File: src/rtl/lemming_dig_arbiter_if.sv
// Shovel arbitration bundle between the lemming walker FSMs and the arbiter.
// Walkers drive the request vector; the arbiter returns the registered grant,
// the owner index, the busy flag and the forced-release pulse.
interface lemming_dig_arbiter_if #(
    parameter int N    = 4,
    parameter int ID_W = 2
);
    logic [N-1:0]    req;
    logic [N-1:0]    grant;
    logic [ID_W-1:0] grant_id;
    logic            busy;
    logic            timeout;

    // Walker side: raises requests, observes the grant.
    modport master (
        output req,
        input  grant,
        input  grant_id,
        input  busy,
        input  timeout
    );

    // Arbiter side: samples requests, drives the grant.
    modport slave (
        input  req,
        output grant,
        output grant_id,
        output busy,
        output timeout
    );
endinterface

File: src/rtl/lemming_dig_arbiter.sv
// Round-robin arbiter for the single dig shovel shared by N walker FSMs.
// One owner at a time, bounded hold time (MAX_HOLD), and a one-cycle
// cooldown between owners. After an owner leaves, the round-robin start
// moves past it so that owner has the lowest priority next time.
module lemming_dig_arbiter #(
    parameter int N        = 4,
    parameter int MAX_HOLD = 20,
    parameter int ID_W     = 2
) (
    input  logic                 sys_clk,
    input  logic                 sys_rst_n,
    lemming_dig_arbiter_if.slave arb
);

    localparam int HC_W = $clog2(MAX_HOLD + 1);

    localparam logic [ID_W-1:0] LAST_IDX = ID_W'(N - 1);
    localparam logic [ID_W-1:0] IDX_ONE  = ID_W'(1);
    localparam logic [ID_W:0]   N_EXT    = (ID_W + 1)'(N);
    localparam logic [HC_W-1:0] HOLD_MAX = HC_W'(MAX_HOLD);
    localparam logic [HC_W-1:0] HOLD_ONE = HC_W'(1);
    localparam logic [N-1:0]    ONE_HOT0 = N'(1);

    typedef enum logic [1:0] {
        IDLE     = 2'd0,
        GRANT    = 2'd1,
        COOLDOWN = 2'd2
    } state_t;

    state_t          state_r;
    logic [ID_W-1:0] ptr_r;
    logic [ID_W-1:0] owner_r;
    logic [HC_W-1:0] hold_cnt_r;
    logic [N-1:0]    grant_r;
    logic [ID_W-1:0] grant_id_r;
    logic            busy_r;
    logic            timeout_r;

    logic            sel_found_s;
    logic [ID_W-1:0] sel_idx_s;
    logic [ID_W:0]   cand_s;
    logic [ID_W:0]   sum_s;
    logic            owner_req_s;

    // The owner's own request line decides between staying and releasing.
    assign owner_req_s = arb.req[owner_r];

    // Rotating-priority search: first requester at ptr, ptr+1, ... wrapping mod N.
    always_comb begin
        sel_found_s = 1'b0;
        sel_idx_s   = '0;
        cand_s      = '0;
        sum_s       = '0;
        for (int k = 0; k < N; k++) begin
            // ptr < N and k < N, so a single conditional subtract wraps correctly
            // and never produces an index >= N.
            sum_s  = {1'b0, ptr_r} + (ID_W + 1)'(k);
            cand_s = (sum_s >= N_EXT) ? (sum_s - N_EXT) : sum_s;
            if (!sel_found_s && arb.req[cand_s[ID_W-1:0]]) begin
                sel_found_s = 1'b1;
                sel_idx_s   = cand_s[ID_W-1:0];
            end else begin
                sel_found_s = sel_found_s;
            end
        end
    end

    // Arbitration FSM with all outputs registered alongside the state.
    always_ff @(posedge sys_clk or negedge sys_rst_n) begin
        if (!sys_rst_n) begin
            state_r    <= IDLE;
            ptr_r      <= '0;
            owner_r    <= '0;
            hold_cnt_r <= '0;
            grant_r    <= '0;
            grant_id_r <= '0;
            busy_r     <= 1'b0;
            timeout_r  <= 1'b0;
        end else begin
            case (state_r)
                IDLE: begin
                    timeout_r <= 1'b0;
                    if (sel_found_s) begin
                        state_r    <= GRANT;
                        owner_r    <= sel_idx_s;
                        hold_cnt_r <= HOLD_ONE;
                        grant_r    <= ONE_HOT0 << sel_idx_s;
                        grant_id_r <= sel_idx_s;
                        busy_r     <= 1'b1;
                    end else begin
                        state_r <= IDLE;
                    end
                end
                GRANT: begin
                    if (!owner_req_s || (hold_cnt_r == HOLD_MAX)) begin
                        state_r    <= COOLDOWN;
                        ptr_r      <= (owner_r == LAST_IDX) ? '0 : (owner_r + IDX_ONE);
                        grant_r    <= '0;
                        grant_id_r <= '0;
                        busy_r     <= 1'b0;
                        // Reaching here with the request still high means the
                        // hold limit forced the release.
                        timeout_r  <= owner_req_s;
                    end else begin
                        state_r    <= GRANT;
                        hold_cnt_r <= hold_cnt_r + HOLD_ONE;
                        timeout_r  <= 1'b0;
                    end
                end
                COOLDOWN: begin
                    state_r   <= IDLE;
                    timeout_r <= 1'b0;
                end
                default: begin
                    state_r    <= IDLE;
                    grant_r    <= '0;
                    grant_id_r <= '0;
                    busy_r     <= 1'b0;
                    timeout_r  <= 1'b0;
                end
            endcase
        end
    end

    assign arb.grant    = grant_r;
    assign arb.grant_id = grant_id_r;
    assign arb.busy     = busy_r;
    assign arb.timeout  = timeout_r;

endmodule

File: src/flat_wrapper.sv
// flat-port wrapper written by rule: the top's interface ports become plain ports
module lemming_dig_arbiter_flat 
#(
    parameter int N        = 4,
    parameter int MAX_HOLD = 20,
    parameter int ID_W     = 2
)
  (sys_clk, sys_rst_n, arb_req, arb_grant, arb_grant_id, arb_busy, arb_timeout);
  lemming_dig_arbiter_if #(.N(N), .ID_W(ID_W)) arb_i ();
  input  logic sys_clk;
  input  logic sys_rst_n;
  input wire logic [$bits(arb_i.req)-1:0] arb_req;
  output wire logic [$bits(arb_i.grant)-1:0] arb_grant;
  output wire logic [$bits(arb_i.grant_id)-1:0] arb_grant_id;
  output wire logic [$bits(arb_i.busy)-1:0] arb_busy;
  output wire logic [$bits(arb_i.timeout)-1:0] arb_timeout;
  assign arb_i.req = arb_req;
  assign arb_grant = arb_i.grant;
  assign arb_grant_id = arb_i.grant_id;
  assign arb_busy = arb_i.busy;
  assign arb_timeout = arb_i.timeout;
  lemming_dig_arbiter #(.N(N), .MAX_HOLD(MAX_HOLD), .ID_W(ID_W)) u_core (.sys_clk(sys_clk), .sys_rst_n(sys_rst_n), .arb(arb_i));
endmodule
File: config.mk
export PLATFORM = sky130hd
export DESIGN_NAME = lemming_dig_arbiter_flat
export DESIGN_NICKNAME = d
export VERILOG_FILES = /design/src/rtl/lemming_dig_arbiter_if.sv /design/src/rtl/lemming_dig_arbiter.sv /design/src/flat_wrapper.sv
export SDC_FILE = /design/constraint.sdc
export NUM_CORES = 1
export LEC_CHECK = 0
export CORE_MARGIN = 2
export CORE_UTILIZATION = 47
export DETAILED_ROUTE_END_ITERATION = 12
export GPL_TIMING_DRIVEN = 0
export PLACE_DENSITY = 0.84
export SLEW_MARGIN = 20
export SYNTH_ARGS = -nofsm -noshare
export SYNTH_HDL_FRONTEND = slang
export SYNTH_SLANG_ARGS = --single-unit
File: constraint.sdc
create_clock -name sys_clk -period 1.7 [get_ports sys_clk]
set_clock_uncertainty 0.15 [all_clocks]
set_input_delay 0.34 -clock sys_clk [delete_from_list [all_inputs] [get_ports sys_clk]]
set_output_delay 0.34 -clock sys_clk [all_outputs]
set_load 0.01 [all_outputs]
==> results by group, run 1 <==
Pwr
  – Net switching power: 807 µW
  – Leak pwr: 0.000654 µW
  – Internal power: 1250 µW
  – Power share of the combinational group: 0.521
  – PwrDens: 1610 mW/mm²
  – Sw Share: 0.392
  – Maximum VDD drop: 0.00100 V
  – Clock share of power: 0.106
  – Flop pwr share: 0.373

Routing
  – Wire per inst: 14.6 µm
  – Total number of vias: 793
  – Iteration-0 DRC Markers: 19
  – Post-route DRC violation count: 0
  – First-pass detailed-route iteration total: 4
  – Final wirelength: 2080 µm
  – Remaining antenna violation count: 0
  – Vias per cell: 5.58

Finish
  – Antenna Diode Count: 0
  – Share of cells above drive strength 1: 0.235
  – # nets final: 125
  – Fin cells: 142
  – Area growth, synth to finish: 30.4%
  – Final core utilization: 0.651

Place
  – Placed wire-length estimate: 1470 µm
  – Pre-CTS setup slack: -0.679 ns
  – Port bufs: 13
  – Placed cell count: 131
  – Gp weighted congestion: 0.847

Clock tree
  – CTS H-tree lvls: 1
  – Clock buffer depth: 2
  – Clock slew at reported path FFs: 0.10 ns
  – CTS root buf: clkbuf_4
  – Cts bufs inserted: 3
  – Worst skew pair latency: 0.28 ns
  – Clock sinks: 19
  – CTS tree: done
  – Post-CTS Hold Buffers: 0

Setup path
  – Crit path max fanout: 4
  – Max stage delay cell, worst path: mux4_2
  – Reg2reg start: u_core.owner_r[0]
  – Worst Reg-to-Reg Cells: 4
  – Critical Path RT: 1.73 ns
  – CP arrival: 1.95 ns
  – Flop2flop setup slack: -0.22 ns
  – R2R Path End: u_core.ptr_r[0]
  – Crit path kind: flip-flop to flip-flop
  – Slowest stage delay, CP: 0.54 ns
  – CP endpoint kind: flip-flop
  – Startpoint Class: flip-flop
  – Cell breakdown of the critical path: mux4_2 > and2_4 > nor3_4 > mux2_2

STA
  – Fmax: 521 MHz
  – Worst relative slew slack: 0.451
  – Tightest Pin Transition: 0.821 ns
  – Final Hold Fails: 0
  – Tmin final: 1.92 ns
  – Total Negative Setup Slacks: -1.68 ns
  – Unrepaired setup endpoints after global routing: true
  – Final worst slack: -0.221 ns
  – Finish-stage setup viols: 14
  – Slew Limit Fails: 0
  – Period utilization: 1.13

Synth
  – Synth Area in Compound Gates: 0.152
  – Largest area contributor in the netlist: dfrtp_1
  – Multiplexer area fraction after synthesis: 0.0793
  – Syn Inst Count: 91
  – Post-synthesis adder-cell area fraction: 0.0384
  – Post-synth EDFFs: 0
  – FF+latch count, synth: 19
  – Post-synthesis sequential area ratio: 0.486
  – Post-Synth XOR/XNOR Area: 0.00895
  – Simple-gate share of the synthesized area: 0.215
  – Post-synth top cells: 19 x dfrtp_1, 10 x nor2_1, 6 x nand2_1
  – Syn avg cell area: 10.8 µm²
  – Cell variety after synth: 33
  – Count leader, synth: dfrtp_1
  – Prevailing post-synth register cell: dfrtp_1
  – Synth Net Count: 100
  – Post-Syn Area: 978 µm²
  – Ys async rst share: 1.00
  – Top cells by area, synth: dfrtp_1 49%, mux2_2 4.6%, ha_1 3.8%
  – Main combinational cell family by area after synthesis: simple AND/OR/NAND/NOR gates
  – Ys Warns: 0
  – Synth top area share: 0.486

Floorplanning
  – Initial Util: 0.499
  – Die area: 0.00246 mm²
  – Core area: 0.00196 mm²
  – IO Pins: 14
  – Num rows: 16
  – Die H: 49.6 µm
  – Die Wd: 49.6 µm

GRT
  – Met2 Use GR: 0.338
  – Vias in the first global route: 844
  – Global-route wire length before repair: 3590 µm
  – GRT overflow: 0
  – Met3 Usage GRT: 0.0212
  – Initial antenna violation count: 0
  – Total GRT Usage: 0.187
  – Met1 Use GR: 0.226
  – Largest net degree at the start of global routing: 20
  – GR peak layer: met2

Run status
  – Status: finished, violations left
  – Violated checks: negative setup slack

Job
  – Total of max-cap violations: 0

Min path
  – Hold endpoint: u_core.arb.grant_id[1]
  – Worst hold stages: 1
  – Min-delay src: u_core.arb.grant_id[1]
  – Hold Crit Class: flip-flop to flip-flop
-- how the worst max path moves through the flow --
stage | slack [ns] | startpoint | depth (start not counted) | endpoint
6_report | -0.22 | u_core.owner_r[0] | 4 | u_core.ptr_r[0]
5_1_grt | -0.27 | u_core.owner_r[0] | 4 | u_core.ptr_r[1]
4_1_cts | -0.22 | u_core.owner_r[0] | 4 | u_core.ptr_r[1]
3_5_place_dp | -0.68 | arb_req[3] | 5 | u_core.ptr_r[1]
3_3_place_gp | -0.64 | arb_req[3] | 5 | u_core.ptr_r[0]
2_1_floorplan | -0.15 | u_core.owner_r[0] | 4 | u_core.ptr_r[0]
-- worst max-delay path: cells and delay by family, from the launching register on --
family | cells | cell delay (ns)
muxes | 2 | 0.90
DFF | 1 | 0.43
and+or+nand+nor | 2 | 0.34
-- flip-flops by register name, summed over array words and instances (netlist names) --
signal	count
u_core.arb.busy	1
u_core.arb.grant	4
u_core.arb.grant_id	2
u_core.arb.timeout	1
u_core.hold_cnt_r	5
u_core.owner_r	2
u_core.ptr_r	2
u_core.state_r	2
-- final cells by class --
class,count,area (µm²)
buffer,1,5.00
clock buffer,4,26.3
fill,172,686
inverter,4,15.0
multi-input combinational,67,537
sequential,19,475
tap,27,33.8
timing repair buffer,20,184
-- cell usage in the layout, fill, tap and decap left out, types with 2 or more instances in the layout --
| cell | Yosys | final |
|---|---|---|
| dfrtp_1 | 19 | 19 |
| inv_1 | 4 | 4 |
| o21ai_0 | 3 | 2 |
| nand4_1 | 2 | 2 |
| or3_1 | 3 | 3 |
| nor2b_1 | 3 | 2 |
| nor3_2 | 0 | 2 |
| nor2_1 | 10 | 10 |
| nand2b_1 | 2 | 2 |
| nand2_1 | 6 | 4 |
| a21o_1 | 3 | 3 |
| mux2_2 | 4 | 4 |
| clkbuf_4 | 0 | 3 |
| ha_1 | 3 | 3 |
| o21a_1 | 2 | 2 |
| a22o_1 | 4 | 4 |
| dlymetal6s2s_1 | 0 | 4 |
| dlygate4sd2_1 | 0 | 7 |
| buf_4 | 0 | 7 |
| clkdlybuf4s50_1 | 0 | 2 |
| o2bb2ai_1 | 2 | 2 |
-- power groups by stage --
stage	Clock (µW)	Sequential, µW	Combinational, µW
after floorplan	0	778	623
after global placement	0	771	903
after detailed placement	0	781	930
after CTS	228	764	1050
after global routing	253	790	1180
final	218	768	1070
-- cells by family (layout without fill, tap and decap cells) --
logic type | after synthesis | count (layout)
buf+inv | 5 | 29
compound gates | 20 | 20
fa+ha+maj | 3 | 3
mux | 6 | 6
xor+xnor | 1 | 1
simple gates | 37 | 37
flops | 19 | 19
-- per-stage QoR --
step                      hold WS [ns]  power [µW]  instance area (µm²)
after floorplan                 -0.106        1400                  981
after global placement           0.316        1670                 1140
after detailed placement         0.323        1710                 1140
after CTS                        0.352        2040                 1250
after global routing             0.382        2220                 1280
final                            0.343        2060                 1280
-- routing by layer --
layer | vias up | part of all wire
met2 | 18 | 0.54
met4 | 0 | 0.015
li1 | 382 | -
met1 | 389 | 0.40
met3 | 4 | 0.039
met5 | - | 0
-- timing repair --
action	4_1_cts	5_1_grt
buffers inserted	6	1
resized for setup	15	7
setup endpoints to repair	20	20
pin swaps	4	5
endpoints found under the hold margin	0	0
Power figures use the tool's default switching activity.
==> run 2, diff against run 1 <==
--- a/config.mk
+++ b/config.mk
@@ -5,6 +5,7 @@
 export SDC_FILE = /design/constraint.sdc
 export NUM_CORES = 1
 export LEC_CHECK = 0
+export CAP_MARGIN = 20
 export CORE_MARGIN = 2
 export CORE_UTILIZATION = 47
 export DETAILED_ROUTE_END_ITERATION = 12
==> results of run 2 <==
Final layout, timing and power as in run 1 (identical DEF).
==> run 3, diff against run 2 <==
--- a/config.mk
+++ b/config.mk
@@ -15,3 +15,4 @@
 export SYNTH_ARGS = -nofsm -noshare
 export SYNTH_HDL_FRONTEND = slang
 export SYNTH_SLANG_ARGS = --single-unit
+export TNS_END_PERCENT = 20
==> results by group, run 3 (synthesis gave the netlist of run 1 again) <==
Place
  – Pre-CTS setup slack: -0.682 ns (was -0.679 ns)
  – Port bufs: 13 (unchanged)
  – Gp weighted congestion: 0.778 (was 0.847)
  – Post-DP Area: 0.00114 mm² (about the same)
  – Placed wire-length estimate: 1390 µm (was 1470 µm)

STA
  – Final Hold Fails: 0 (unchanged)
  – Tightest Pin Transition: 0.851 ns (was 0.821 ns)
  – Total Negative Setup Slacks: -1.06 ns (was -1.68 ns)
  – Hold slack: 0.355 ns (was 0.343 ns)
  – Final worst slack: -0.164 ns (was -0.221 ns)
  – Finish-stage setup viols: 13 (was 14)
  – Fmax: 537 MHz (was 521 MHz)
  – Slew Limit Fails: 0 (unchanged)
  – Period utilization: 1.10 (was 1.13)
  – Worst relative slew slack: 0.431 (was 0.451)
  – Unrepaired setup endpoints after global routing: true (unchanged)
  – Tmin final: 1.86 ns (was 1.92 ns)

GRT
  – Global-route wire length before repair: 3440 µm (was 3590 µm)
  – Vias in the first global route: 801 (was 844)
  – Total GRT Usage: 0.177 (was 0.187)
  – Initial antenna violation count: 0 (unchanged)
  – GRT overflow: 0 (unchanged)
  – Largest net degree at the start of global routing: 20 (unchanged)

Floorplanning
  – IO Pins: 14 (unchanged)
  – Die H: 49.6 µm (unchanged)
  – Core area: 0.00196 mm² (unchanged)
  – Die Wd: 49.6 µm (unchanged)
  – Die area: 0.00246 mm² (unchanged)
  – Initial Util: 0.499 (unchanged)
  – Num rows: 16 (unchanged)

Pwr
  – Maximum VDD drop: 0.000866 V (was 0.00100 V)
  – Leak pwr: 0.000684 µW (was 0.000654 µW)
  – PwrDens: 1640 mW/mm² (was 1610 mW/mm²)

Finish
  – # nets final: 127 (was 125)
  – Multi-input gate area: 538 µm² (was 537 µm²)
  – Antenna Diode Count: 0 (unchanged)
  – Final core utilization: 0.661 (was 0.651)
  – Most frequent cells in the layout: 19 x dfrtp_1, 10 x nor2_1, 9 x buf_4, 6 x dlygate4sd2_1 (was 19 x dfrtp_1, 10 x nor2_1, 7 x dlygate4sd2_1, 7 x buf_4)
  – Number of flip-flops in the largest register: 5 (unchanged)
  – Register Area: 475 µm² (unchanged)
  – Area growth, synth to finish: 32.5% (was 30.4%)
  – Share of cells above drive strength 1: 0.231 (was 0.235)
  – Most flops, register: u_core.hold_cnt_r (unchanged)
  – Most common cell after layout, fill and taps aside: dfrtp_1 (unchanged)
  – Final instance area: 0.00130 mm² (was 0.00128 mm²)
  – Fill count: 184 (was 172)

Setup path
  – CP arrival: 1.90 ns (was 1.95 ns)
  – Startpoint Class: flip-flop (unchanged)
  – Crit path max fanout: 3 (was 4)
  – Crit path kind: flip-flop to flip-flop (unchanged)
  – CP endpoint kind: flip-flop (unchanged)
  – Critical Path RT: 1.73 ns (about the same)

Routing
  – First-pass detailed-route iteration total: 4 (unchanged)
  – Iteration-0 DRC Markers: 6 (was 19)
  – Vias per cell: 5.45 (was 5.58)
  – Remaining antenna violation count: 0 (unchanged)
  – Total number of vias: 785 (was 793)
  – Wire per inst: 14.6 µm (about the same)
  – Final wirelength: 2100 µm (was 2080 µm)
  – Post-route DRC violation count: 0 (unchanged)

Clock tree
  – CTS tree: done (unchanged)
  – Worst skew pair latency: 0.29 ns (was 0.28 ns)
  – CTS root buf: clkbuf_4 (unchanged)
  – Cts bufs inserted: 3 (unchanged)
  – Clock sinks: 19 (unchanged)
  – Clock buffer depth: 2 (unchanged)
  – CTS H-tree lvls: 1 (unchanged)
  – Clock slew at reported path FFs: 0.11 ns (was 0.10 ns)

Run status
  – Status: finished, violations left (unchanged)
  – Violated checks: negative setup slack (unchanged)

Min path
  – Hold Crit Class: flip-flop to flip-flop (unchanged)

Job
  – Total of max-cap violations: 0 (unchanged)
[run 3: cell types whose count changed in the layout (fill, tap and decap cells not counted), sizes merged]
cell	delta
buf	+2
dlymetal6s2s	+1
dlygate4sd2	-1
[run 3: final timing paths]
| path | slack (ns) | endpoint | start | depth (start not counted) |
|---|---|---|---|---|
| max in group asynchronous | 0.50 | u_core.arb.grant[3] | sys_rst_n | 1 |
| min in group asynchronous | 0.38 | u_core.hold_cnt_r[2] | sys_rst_n | 1 |
| worst min register to register | 0.36 | u_core.arb.grant_id[1] | u_core.arb.grant_id[1] | 1 |
| worst max register to register | -0.16 | u_core.ptr_r[1] | u_core.owner_r[0] | 4 |
| worst min-delay path | 0.36 | u_core.arb.grant_id[1] | u_core.arb.grant_id[1] | 1 |
| worst max-delay path | -0.16 | u_core.ptr_r[1] | u_core.owner_r[0] | 4 |
[run 3: final cells by class]
| cell class | count | area share |
|---|---|---|
| Multi-Input combinational cell | 67 | 0.415 |
| Buffer | 1 | 0.00386 |
| Clock buffer | 4 | 0.0203 |
| Inverter | 4 | 0.0116 |
| Sequential cell | 19 | 0.367 |
| Timing Repair Buffer | 22 | 0.156 |
| Tap cell | 27 | 0.0261 |
[run 3: what timing repair did]
action	CTS	global route
resized for setup	15	8
buffers inserted	5	4
endpoints found under the hold margin	0	0
setup endpoints to repair	20	21
hold buffers	0	0
pin swaps	5	5
[run 3: power by group]
group | leakage, µW | switching (µW) | total [µW] | internal (µW)
logic | 0.000426 | 544 | 1140 | 597
clock network | 0.0000150 | 133 | 224 | 91.0
registers | 0.000243 | 143 | 762 | 619
total | 0.000684 | 819 | 2130 | 1310
[run 3: stage by stage]
| step | total power, µW | instances |
|---|---|---|
| finish | 2130 | 144 |
| CTS | 2080 | 140 |
| global route | 2290 | 144 |
| detailed placement | 1700 | 131 |
| floorplan | 1400 | 91 |
| global placement | 1670 | 131 |
[run 3: critical path, cell delays in order (launching register included)]
cell	delay, ns
dfrtp_1	0.39
mux4_2	0.53
and2_4	0.17
nor3_4	0.20
mux2_4	0.33
[run 3: metal layers]
layer | global-route usage | part of all wire
met1 | 0.229 | 0.42
met2 | 0.309 | 0.55
met3 | 0.0303 | 0.023
met4 | 0.0370 | 0
met5 | 0 | 0
